<file path="src/rtl/wash_pkg.sv">
// wash_pkg: phase encoding, default timer width and phase-sequencing helpers
// Define WASH_CONTROLLER_DRY_EN to add the DRY phase (encoding 5) between SPIN and DONE.
package wash_pkg;
  localparam int TW_DEF = 16;
`ifdef WASH_CONTROLLER_DRY_EN
  typedef enum logic [2:0] {
    IDLE  = 3'd0,
    FILL  = 3'd1,
    WASH  = 3'd2,
    RINSE = 3'd3,
    SPIN  = 3'd4,
    DRY   = 3'd5,
    DONE  = 3'd6
  } phase_e;
`else
  typedef enum logic [2:0] {
    IDLE  = 3'd0,
    FILL  = 3'd1,
    WASH  = 3'd2,
    RINSE = 3'd3,
    SPIN  = 3'd4,
    DONE  = 3'd6
  } phase_e;
`endif
  function automatic logic is_active(input phase_e s);
    return (s != IDLE) && (s != DONE);
  endfunction
  function automatic phase_e next_phase(input phase_e s);
`ifdef WASH_CONTROLLER_DRY_EN
    return s == FILL ? WASH : s == WASH ? RINSE : s == RINSE ? SPIN : s == SPIN ? DRY : DONE;
`else
    return s == FILL ? WASH : s == WASH ? RINSE : s == RINSE ? SPIN : DONE;
`endif
  endfunction
endpackage

</file>
<file path="src/rtl/phase_timer.sv">
// phase_timer: per-phase cycle counter; expire is combinational when count == ticks-1 (ticks==0 acts as 1)
// Ports: clk, reset (sync, active-high), clear (zero counter), hold (freeze counter), ticks (phase length), expire.
module phase_timer #(
  parameter int W = 32
) (
  input  logic         clk,
  input  logic         reset,
  input  logic         clear,
  input  logic         hold,
  input  logic [W-1:0] ticks,
  output logic         expire
);
  logic [W-1:0] count_q, count_d, last;
  always_comb begin
    last    = (ticks == '0) ? '0 : ticks - W'(1);
    count_d = clear ? '0 : hold ? count_q : count_q + W'(1);
    expire  = count_q == last;
  end
  always_ff @(posedge clk) begin
    if (reset) count_q <= '0;
    else       count_q <= count_d;
  end
endmodule

</file>
<file path="src/rtl/wash_controller.sv">
// wash_controller: timed FILL/WASH/RINSE/SPIN(/DRY) sequencer with pause and lid interlock
// Ports: clk, reset (sync, active-high), start, pause, lid_open, clk_freq and *_sec durations (TW bits),
//   phase (state encoding), water_valve, motor_on, spin_mode, door_lock, done (one-cycle pulse).
// Define WASH_CONTROLLER_DRY_EN to add dry_sec and the DRY phase.
module wash_controller
  import wash_pkg::*;
#(
  parameter int TW = TW_DEF
) (
  input  logic          clk,
  input  logic          reset,
  input  logic          start,
  input  logic          pause,
  input  logic          lid_open,
  input  logic [TW-1:0] clk_freq,
  input  logic [TW-1:0] fill_sec,
  input  logic [TW-1:0] wash_sec,
  input  logic [TW-1:0] rinse_sec,
  input  logic [TW-1:0] spin_sec,
`ifdef WASH_CONTROLLER_DRY_EN
  input  logic [TW-1:0] dry_sec,
`endif
  output logic [2:0]    phase,
  output logic          water_valve,
  output logic          motor_on,
  output logic          spin_mode,
  output logic          door_lock,
  output logic          done
);
  phase_e        state_q, state_d;
  logic [TW-1:0] freq_q, freq_d, fill_q, fill_d, wash_q, wash_d, rinse_q, rinse_d, spin_q, spin_d;
  logic [TW-1:0] dur_sel;
  logic [2*TW-1:0] ticks;
  logic active, paused, go, expire, clear, paused_d;
  logic water_q, water_d, motor_q, motor_d, spinm_q, spinm_d, lock_q, lock_d, done_q, done_d;
`ifdef WASH_CONTROLLER_DRY_EN
  logic [TW-1:0] dry_q, dry_d;
  assign dur_sel = state_q == FILL ? fill_q : state_q == WASH ? wash_q :
                   state_q == RINSE ? rinse_q : state_q == SPIN ? spin_q : dry_q;
`else
  assign dur_sel = state_q == FILL ? fill_q : state_q == WASH ? wash_q :
                   state_q == RINSE ? rinse_q : spin_q;
`endif
  assign ticks = {{TW{1'b0}}, freq_q} * {{TW{1'b0}}, dur_sel};
  phase_timer #(.W(2 * TW)) u_timer (
    .clk   (clk),
    .reset (reset),
    .clear (clear),
    .hold  (paused),
    .ticks (ticks),
    .expire(expire)
  );
  always_comb begin
    active   = is_active(state_q);
    paused   = active && (pause || lid_open);
    go       = (state_q == IDLE) && start && !lid_open;
    state_d  = go ? FILL : (active && !paused && expire) ? next_phase(state_q) :
               (state_q == DONE) ? IDLE : state_q;
    clear    = (state_d != state_q) || !active;
    freq_d   = go ? clk_freq : freq_q;
    fill_d   = go ? fill_sec : fill_q;
    wash_d   = go ? wash_sec : wash_q;
    rinse_d  = go ? rinse_sec : rinse_q;
    spin_d   = go ? spin_sec : spin_q;
`ifdef WASH_CONTROLLER_DRY_EN
    dry_d    = go ? dry_sec : dry_q;
    motor_d  = state_d inside {WASH, RINSE, SPIN, DRY};
    spinm_d  = state_d inside {SPIN, DRY};
`else
    motor_d  = state_d inside {WASH, RINSE, SPIN};
    spinm_d  = state_d == SPIN;
`endif
    // Outputs are computed from the next state so they land in the same cycle as the phase register.
    paused_d = is_active(state_d) && (pause || lid_open);
    water_d  = !paused_d && (state_d inside {FILL, RINSE});
    motor_d  = motor_d && !paused_d;
    spinm_d  = spinm_d && !paused_d;
    lock_d   = is_active(state_d);
    done_d   = state_d == DONE;
  end
  always_ff @(posedge clk) begin
    if (reset) begin
      state_q <= IDLE;
      freq_q  <= '0;
      fill_q  <= '0;
      wash_q  <= '0;
      rinse_q <= '0;
      spin_q  <= '0;
`ifdef WASH_CONTROLLER_DRY_EN
      dry_q   <= '0;
`endif
      water_q <= 1'b0;
      motor_q <= 1'b0;
      spinm_q <= 1'b0;
      lock_q  <= 1'b0;
      done_q  <= 1'b0;
    end else begin
      state_q <= state_d;
      freq_q  <= freq_d;
      fill_q  <= fill_d;
      wash_q  <= wash_d;
      rinse_q <= rinse_d;
      spin_q  <= spin_d;
`ifdef WASH_CONTROLLER_DRY_EN
      dry_q   <= dry_d;
`endif
      water_q <= water_d;
      motor_q <= motor_d;
      spinm_q <= spinm_d;
      lock_q  <= lock_d;
      done_q  <= done_d;
    end
  end
  assign phase       = state_q;
  assign water_valve = water_q;
  assign motor_on    = motor_q;
  assign spin_mode   = spinm_q;
  assign door_lock   = lock_q;
  assign done        = done_q;
endmodule

</file>
<file path="config.mk">
export PLATFORM = sky130hd
export DESIGN_NAME = wash_controller
export DESIGN_NICKNAME = d
export VERILOG_FILES = /design/src/rtl/wash_pkg.sv /design/src/rtl/phase_timer.sv /design/src/rtl/wash_controller.sv
export SDC_FILE = /design/constraint.sdc
export NUM_CORES = 1
export LEC_CHECK = 0
export CORE_MARGIN = 8
export CORE_UTILIZATION = 40
export CTS_CLUSTER_DIAMETER = 30
export DETAILED_ROUTE_END_ITERATION = 10
export PLACE_DENSITY_LB_ADDON = 0.1
export SYNTH_ARGS = -nofsm -noshare
export SYNTH_HDL_FRONTEND = slang
export SYNTH_SLANG_ARGS = --single-unit
export TNS_END_PERCENT = 50
</file>
<file path="constraint.sdc">
create_clock -name clk -period 11.9 [get_ports clk]
set_input_delay 2.38 -clock clk [delete_from_list [all_inputs] [get_ports clk]]
set_output_delay 2.38 -clock clk [all_outputs]
set_load 0.05 [all_outputs]
</file>
==> results of run 1 <==
[power groups by stage]
stage	sequential (W)	clock (W)	combinational, W
global route	0.000439	0.000596	0.000705
finish	0.000437	0.000567	0.000634
floorplan	0.000432	0	0.000457
CTS	0.000437	0.000576	0.000632
detailed placement	0.000446	0	0.000625
global placement	0.000446	0	0.000626
[placed cells by master, fill, tap and decap left out, types with 6 or more instances in the layout]
| master | count |
|---|---|
| sky130_fd_sc_hd__a21o_1 | 6 |
| sky130_fd_sc_hd__nor4_1 | 13 |
| sky130_fd_sc_hd__buf_4 | 21 |
| sky130_fd_sc_hd__o31ai_1 | 6 |
| sky130_fd_sc_hd__dfxtp_1 | 120 |
| sky130_fd_sc_hd__o22ai_1 | 15 |
| sky130_fd_sc_hd__o21ai_0 | 48 |
| sky130_fd_sc_hd__and2_1 | 112 |
| sky130_fd_sc_hd__fa_1 | 194 |
| sky130_fd_sc_hd__nand3_1 | 24 |
| sky130_fd_sc_hd__inv_1 | 189 |
| sky130_fd_sc_hd__ha_1 | 106 |
| sky130_fd_sc_hd__xnor2_1 | 40 |
| sky130_fd_sc_hd__o2111ai_1 | 6 |
| sky130_fd_sc_hd__and4_1 | 7 |
| sky130_fd_sc_hd__a21oi_1 | 123 |
| sky130_fd_sc_hd__clkdlybuf4s50_1 | 91 |
| sky130_fd_sc_hd__clkbuf_16 | 17 |
| sky130_fd_sc_hd__o21a_1 | 7 |
| sky130_fd_sc_hd__xor2_1 | 38 |
| sky130_fd_sc_hd__and3_1 | 21 |
| sky130_fd_sc_hd__nand4b_1 | 6 |
| sky130_fd_sc_hd__nand2_1 | 405 |
| sky130_fd_sc_hd__or3_1 | 14 |
| sky130_fd_sc_hd__a31oi_1 | 21 |
| sky130_fd_sc_hd__nor3_1 | 24 |
| sky130_fd_sc_hd__mux2i_1 | 10 |
| sky130_fd_sc_hd__nand4_1 | 21 |
| sky130_fd_sc_hd__nand2b_1 | 11 |
| sky130_fd_sc_hd__nor3b_1 | 9 |
| sky130_fd_sc_hd__nor2b_1 | 10 |
| sky130_fd_sc_hd__nor2_1 | 79 |
| sky130_fd_sc_hd__nor2_2 | 11 |
| sky130_fd_sc_hd__o211ai_1 | 9 |
[logic make-up after synthesis]
family | count (synthesis)
AND/OR/NAND/NOR | 797
AO/OA/AOI/OAI | 305
adder cells (fa/ha/maj) | 300
buffers and inverters | 294
flip-flops | 120
XOR/XNOR | 81
multiplexers | 12
[flip-flops by register name, indices dropped and copies added (netlist names)]
name and cells:
spin_q 16, freq_q 16, door_lock 1, fill_q 16
rinse_q 16, wash_q 16, phase 3, done 1
spin_mode 1, water_valve 1, u_timer.count_q 32, motor_on 1
[worst min-delay path: stages, from the launching register on]
cell and delay [ns]:
sky130_fd_sc_hd__dfxtp_1 0.31, sky130_fd_sc_hd__nand2_1 0.05, sky130_fd_sc_hd__a21oi_1 0.05
[how the worst min path moves through the flow]
stage,endpoint,slack (ns)
6_report,spin_q[13],0.46
5_1_grt,wash_q[11],0.47
4_1_cts,fill_q[12],0.46
3_5_place_dp,fill_q[12],0.45
3_3_place_gp,wash_q[4],0.44
2_1_floorplan,fill_q[0],0.44
[metal layers]
| layer | up-vias | global-route usage |
|---|---|---|
| met5 | - | 0 |
| met2 | 284 | 0.316 |
| met4 | 0 | 0.0540 |
| li1 | 6318 | - |
| met3 | 62 | 0.0361 |
| met1 | 6467 | 0.278 |
[through the flow]
step	hold WS (ns)	area [µm²]	setup WS (ns)	utilization	power (W)
finish	0.456	17400	0.817	0.453	0.00164
CTS	0.457	17400	0.671	0.452	0.00165
global route	0.473	17400	0.0778	0.452	0.00174
detailed placement	0.448	16700	0.713	0.436	0.00107
floorplan	0.436	15400	1.98	-	0.000889
global placement	0.445	16700	0.997	0.436	0.00107
[cell type report]
type,instances,share of cell area
tap,518,0.0373
antenna,1,0.000144
multi-input combinational,1495,0.685
clock inverter,14,0.0115
sequential,120,0.138
clock buffer,18,0.0253
inverter,189,0.0409
timing repair buffer,113,0.0618
==> metrics.yaml, run 1 <==
synthTopCellsByCount: "sky130_fd_sc_hd__nand2_1, sky130_fd_sc_hd__fa_1, sky130_fd_sc_hd__inv_1"
number_of_hold_violations_in_the_final_report: 0
fill_cells: 3936
startpoint: "phase[2]"
post_cts_setup_repair_buffer_count: 0
power.sequential.fraction: 0.267
ys_ff_latch: 120
route.met2.wl_mm: 19.9
min_period_ns: 11.08
placement_rows: 72
critical_path_required_ns: 12.21
die_area_mm2: 0.0451
multi_input_comb_area_mm2: 0.0119
synth_top_family_by_area: "adder cells"
r2r_cells: 32
cts_root_buffer: "sky130_fd_sc_hd__clkbuf_16"
storage_cell_area_mm2: 0.00240
critPathMostFrequentCell: "sky130_fd_sc_hd__fa_1"
cpMaxStageDelayCell: "sky130_fd_sc_hd__dfxtp_1"
pwr-share-comb: 0.387
synthArstFlopShare: 0
grtUsageTotal: 0.200
arrival_ns: 11.40
detailroute.wirelength.met3_mm: 1.80
netSwitchingFraction: 0.387
number_of_instances_resized_during_post_cts_repair: 0
worst_path_dominant_cell_family: "simple AND/OR/NAND/NOR gates"
power.leakage_nw: 6.67
hold_path.startpoint: "spin_q[13]"
io-pin-count: 93
cap_violations: 0
floorplan.initialDensity: 0.402
max_clock_freq_ghz: 0.0902
holdCritPathClass: "flop to flop"
synth-compound-area-share: 0.127
setup_violations: 0
power_density_mw_per_mm2: 94.3
yosys.area.top_type: "sky130_fd_sc_hd__fa_1"
most_used_dff_post_synth: "sky130_fd_sc_hd__dfxtp_1"
synth-adder-area-share: 0.338
clock_power_share: 0.346
final_layout_size_suffix_gt1_frac: 0.0518
routed_wire_length_per_instance_um: 17.6
setup.worst_path.class: "flop to flop"
post_synth.cell_area_avg_um2: 8.08
core_area_mm2: 0.0384
crit-reg2reg-launch: "phase[2]"
io_buffers: 92
worstSetupPathDepth: 32
post-synth-top-area-fraction: 0.252
synth_cell_types: 87
area.growth.synth_to_final_pct: 12.6
total_wire_length_mm: 43.5
timing.max_slew.rel_slack: 0.390
place.detailed.instances: 2435
r2r_end: "u_timer.count_q[19]"
die_x_um: 212
synthCells: 1909
final_ant_viol_nets: 0
via_count: 13100
power_switching_w: 0.000634
cts_inserted_buffers: 17
cts.reportedPaths.clkPinSlew_ns: 0.06
tritoncts: "built"
routedLengthMet1_mm: 21.0
timing_max_transition_violations_final: 0
peakVddDrop_v: 0.000104
min_path_cells: 2
grt_max_degree: 81
clock_sink_count: 120
number_of_global_route_vias_before_repair: 13700
rsz0062_at_grt: "false"
top_layer_used: "met4"
syn_nets: 2294
cts_buffer_depth: 2
p_int_w: 0.00100
hpwl_mm: 35.3
worst_slew_pin_slew_ns: 0.908
synth-edff-count: 0
synthXorXnorAreaFrac: 0.0482
synthesis.area_mm2: 0.0154
grt_first_pass_wirelength_mm: 72.4
timing.clock.skew_ns: 0.0168
worst_setup_path_endpoint: "u_timer.count_q[19]"
h-tree-depth: 4
hold_buffers: 0
dieHeight_um: 212
grt_remaining_overflow: 0
yosysWarningCount: 0
cp_num_buf_inv: 6
ys_seq_area_frac: 0.156
dr.pass1.iters: 5
drt_initial_violations: 812
status: "finished, final reports clean"
finish.cell_count_without_fillers: 2468
synth_area_leaders: "sky130_fd_sc_hd__fa_1, sky130_fd_sc_hd__dfxtp_1, sky130_fd_sc_hd__nand2_1"
kind_of_launch_point_of_the_worst_setup_path: "flop"
end_kind: "flop"
antenna_violations_before_repair: 1
post_synth_and_or_nand_nor_area_fraction: 0.250
worstSkewPairLatency_ns: 0.45
post-route-period-util: 0.931
fin_setup_tns_ns: 0
drt_drc_violations_left: 0
avgViaCountPerCell: 5.32
post-synth-top-count-cell: "sky130_fd_sc_hd__nand2_1"
max_stage_delay_ns: 0.75
timing.critical_path.fanout_max: 32
fin_nets: 2321
rrSetupSlack_ns: 0.82
synth.mux.area_fraction: 0.00795
routability_congestion: 0.877
Power figures use the tool's default switching activity.
==> run 2, diff against run 1 <==
--- a/config.mk
+++ b/config.mk
@@ -9,7 +9,8 @@
 export CORE_UTILIZATION = 40
 export CTS_CLUSTER_DIAMETER = 30
 export DETAILED_ROUTE_END_ITERATION = 10
-export PLACE_DENSITY_LB_ADDON = 0.1
+export GPL_ROUTABILITY_DRIVEN = 0
+export PLACE_DENSITY = 0.55
 export SYNTH_ARGS = -nofsm -noshare
 export SYNTH_HDL_FRONTEND = slang
 export SYNTH_SLANG_ARGS = --single-unit
==> run 2 against run 1 <==
  * Routed wire length is 2.2% higher
  * Sequential share of layout area hardly changed
  * Worst setup slack better by 0.18 ns
  * Cell count is 0.12% higher
  * Critical path depth is 2 lower
  * Hold slack worse by 0.00069 ns
  * Highest routed layer unchanged
==> metrics.yaml, run 2 (same netlist as run 1, synthesis figures left out) <==
post_dp_cell_area_mm2: 0.0168
die_x_um: 212
critical_path_required_ns: 12.20
via_count: 13300
layout.cell_area.non_filler_mm2: 0.0174
critPathMostFrequentCell: "sky130_fd_sc_hd__fa_1"
multi_input_comb_area_mm2: 0.0119
dr.pass1.iters: 5
hpwl_mm: 35.2
peakVddDrop_v: 0.0000836
kind_of_launch_point_of_the_worst_setup_path: "flop"
fin_nets: 2325
timing_max_transition_violations_final: 0
fin_setup_tns_ns: 0
tritoncts: "built"
area.growth.synth_to_final_pct: 12.6
timing.clock.skew_ns: 0.0178
r2r_cells: 30
floorplan.initialDensity: 0.402
timing.max_slew.rel_slack: 0.356
total_wire_length_mm: 44.5
arrival_ns: 11.20
antenna_violations_before_repair: 0
cpMaxStageDelayCell: "sky130_fd_sc_hd__dfxtp_1"
clock_sink_count: 120
setup_violations: 0
cap_violations: 0
storage_cell_area_mm2: 0.00240
drt_initial_violations: 821
final_cell_mix: "sky130_fd_sc_hd__nand2_1, sky130_fd_sc_hd__fa_1, sky130_fd_sc_hd__inv_1, sky130_fd_sc_hd__a21oi_1, sky130_fd_sc_hd__dfxtp_1"
number_of_instances_resized_during_post_cts_repair: 0
io-pin-count: 93
cts.reportedPaths.clkPinSlew_ns: 0.06
end_kind: "flop"
hold_buffers: 0
routed_wire_length_per_instance_um: 18.0
core_area_mm2: 0.0384
grt_remaining_overflow: 0
number_of_hold_violations_in_the_final_report: 0
dieHeight_um: 212
avgViaCountPerCell: 5.39
crit-reg2reg-launch: "phase[1]"
power_density_mw_per_mm2: 93.9
drt_drc_violations_left: 0
cts_inserted_buffers: 17
worstSkewPairLatency_ns: 0.44
flip_flop_count_of_the_largest_register_after_layout: 32
die_area_mm2: 0.0451
regMostFlops: "u_timer.count_q"
cts_buffer_depth: 2
setup.worst_path.class: "flop to flop"
max_clock_freq_ghz: 0.0918
min_period_ns: 10.90
placement_rows: 72
fill_cells: 3872
h-tree-depth: 4
final_common_cell: "sky130_fd_sc_hd__nand2_1"
max_stage_delay_ns: 0.65
worst_slew_pin_slew_ns: 0.959
rsz0062_at_grt: "false"
grt_max_degree: 88
status: "finished, final reports clean"
rrSetupSlack_ns: 1.00
timing.critical_path.fanout_max: 32
min_path_cells: 2
power.leakage_nw: 6.68
r2r_end: "u_timer.count_q[3]"
holdCritPathClass: "flop to flop"
timing.hold.worst_endpoint: "spin_q[4]"
hold_path.startpoint: "spin_q[4]"
final_layout_size_suffix_gt1_frac: 0.0538
post-route-period-util: 0.916
grt_first_pass_wirelength_mm: 73.3
total_power_w: 0.00163
final_ant_viol_nets: 0
io_buffers: 92
post_cts_setup_repair_buffer_count: 0
grtUsageTotal: 0.203
antennaDiodeCount: 0
cts_root_buffer: "sky130_fd_sc_hd__clkbuf_16"
number_of_global_route_vias_before_repair: 13700
## run 2: changes by cell type in the layout (fill, tap and decap cells not counted)
cell                         delta
sky130_fd_sc_hd__inv_6          +1
sky130_fd_sc_hd__and2_0         +1
sky130_fd_sc_hd__clkinv_4       -1
sky130_fd_sc_hd__buf_4          +4
sky130_fd_sc_hd__and2_1         -1
sky130_fd_sc_hd__clkinvlp_4     +1
sky130_fd_sc_hd__diode_2        -1
sky130_fd_sc_hd__bufinv_16      -1
## run 2: final cells by class
cell class / instances / share of cell area
clock buffers: 18 / 0.0253
well taps: 518 / 0.0373
inverters: 189 / 0.0408
multi-input cells: 1495 / 0.685
clock inverters: 14 / 0.0102
flip-flops and latches: 120 / 0.138
repair buffers: 117 / 0.0635
## run 2: worst max-delay path by stage
stage,start,end,cells after the start
floorplan,phase[1],u_timer.count_q[30],36
global placement,phase[1],u_timer.count_q[15],30
detailed placement,phase[1],u_timer.count_q[3],30
CTS,phase[1],u_timer.count_q[0],30
global route,phase[1],u_timer.count_q[0],30
finish,phase[1],u_timer.count_q[3],30
## run 2: power breakdown
part	leakage, nW	switching, W	internal (W)
clock	0.303	0.000221	0.000325
combinational	5.40	0.000404	0.000243
sequential	0.975	0.0000231	0.000415
## run 2: critical path, delay by kind of cell (launching register included)
kind / cells / cell delay, ns
fa+ha+maj: 7 / 3.33
xor+xnor: 1 / 0.18
buf+inv: 4 / 0.89
simple gates: 13 / 4.16
compound gates: 5 / 1.50
flops: 1 / 0.65
## run 2: metal layers
layer | track usage | up-vias | part of all wire
met2 | 0.316 | 332 | 0.45
met4 | 0.0426 | 0 | 0.015
li1 | - | 6323 | -
met3 | 0.0461 | 43 | 0.058
met1 | 0.285 | 6629 | 0.48
met5 | 0 | - | 0
## run 2: stage by stage
| step | utilization | worst slack (ns) | hold slack [ns] | instances |
|---|---|---|---|---|
| finish | 0.453 | 1.00 | 0.456 | 2471 |
| CTS | 0.453 | 1.12 | 0.455 | 2471 |
| global route | 0.453 | 0.443 | 0.476 | 2471 |
| global placement | 0.437 | 1.39 | 0.444 | 2439 |
| floorplan | - | 1.98 | 0.436 | 1909 |
| detailed placement | 0.437 | 1.15 | 0.447 | 2439 |
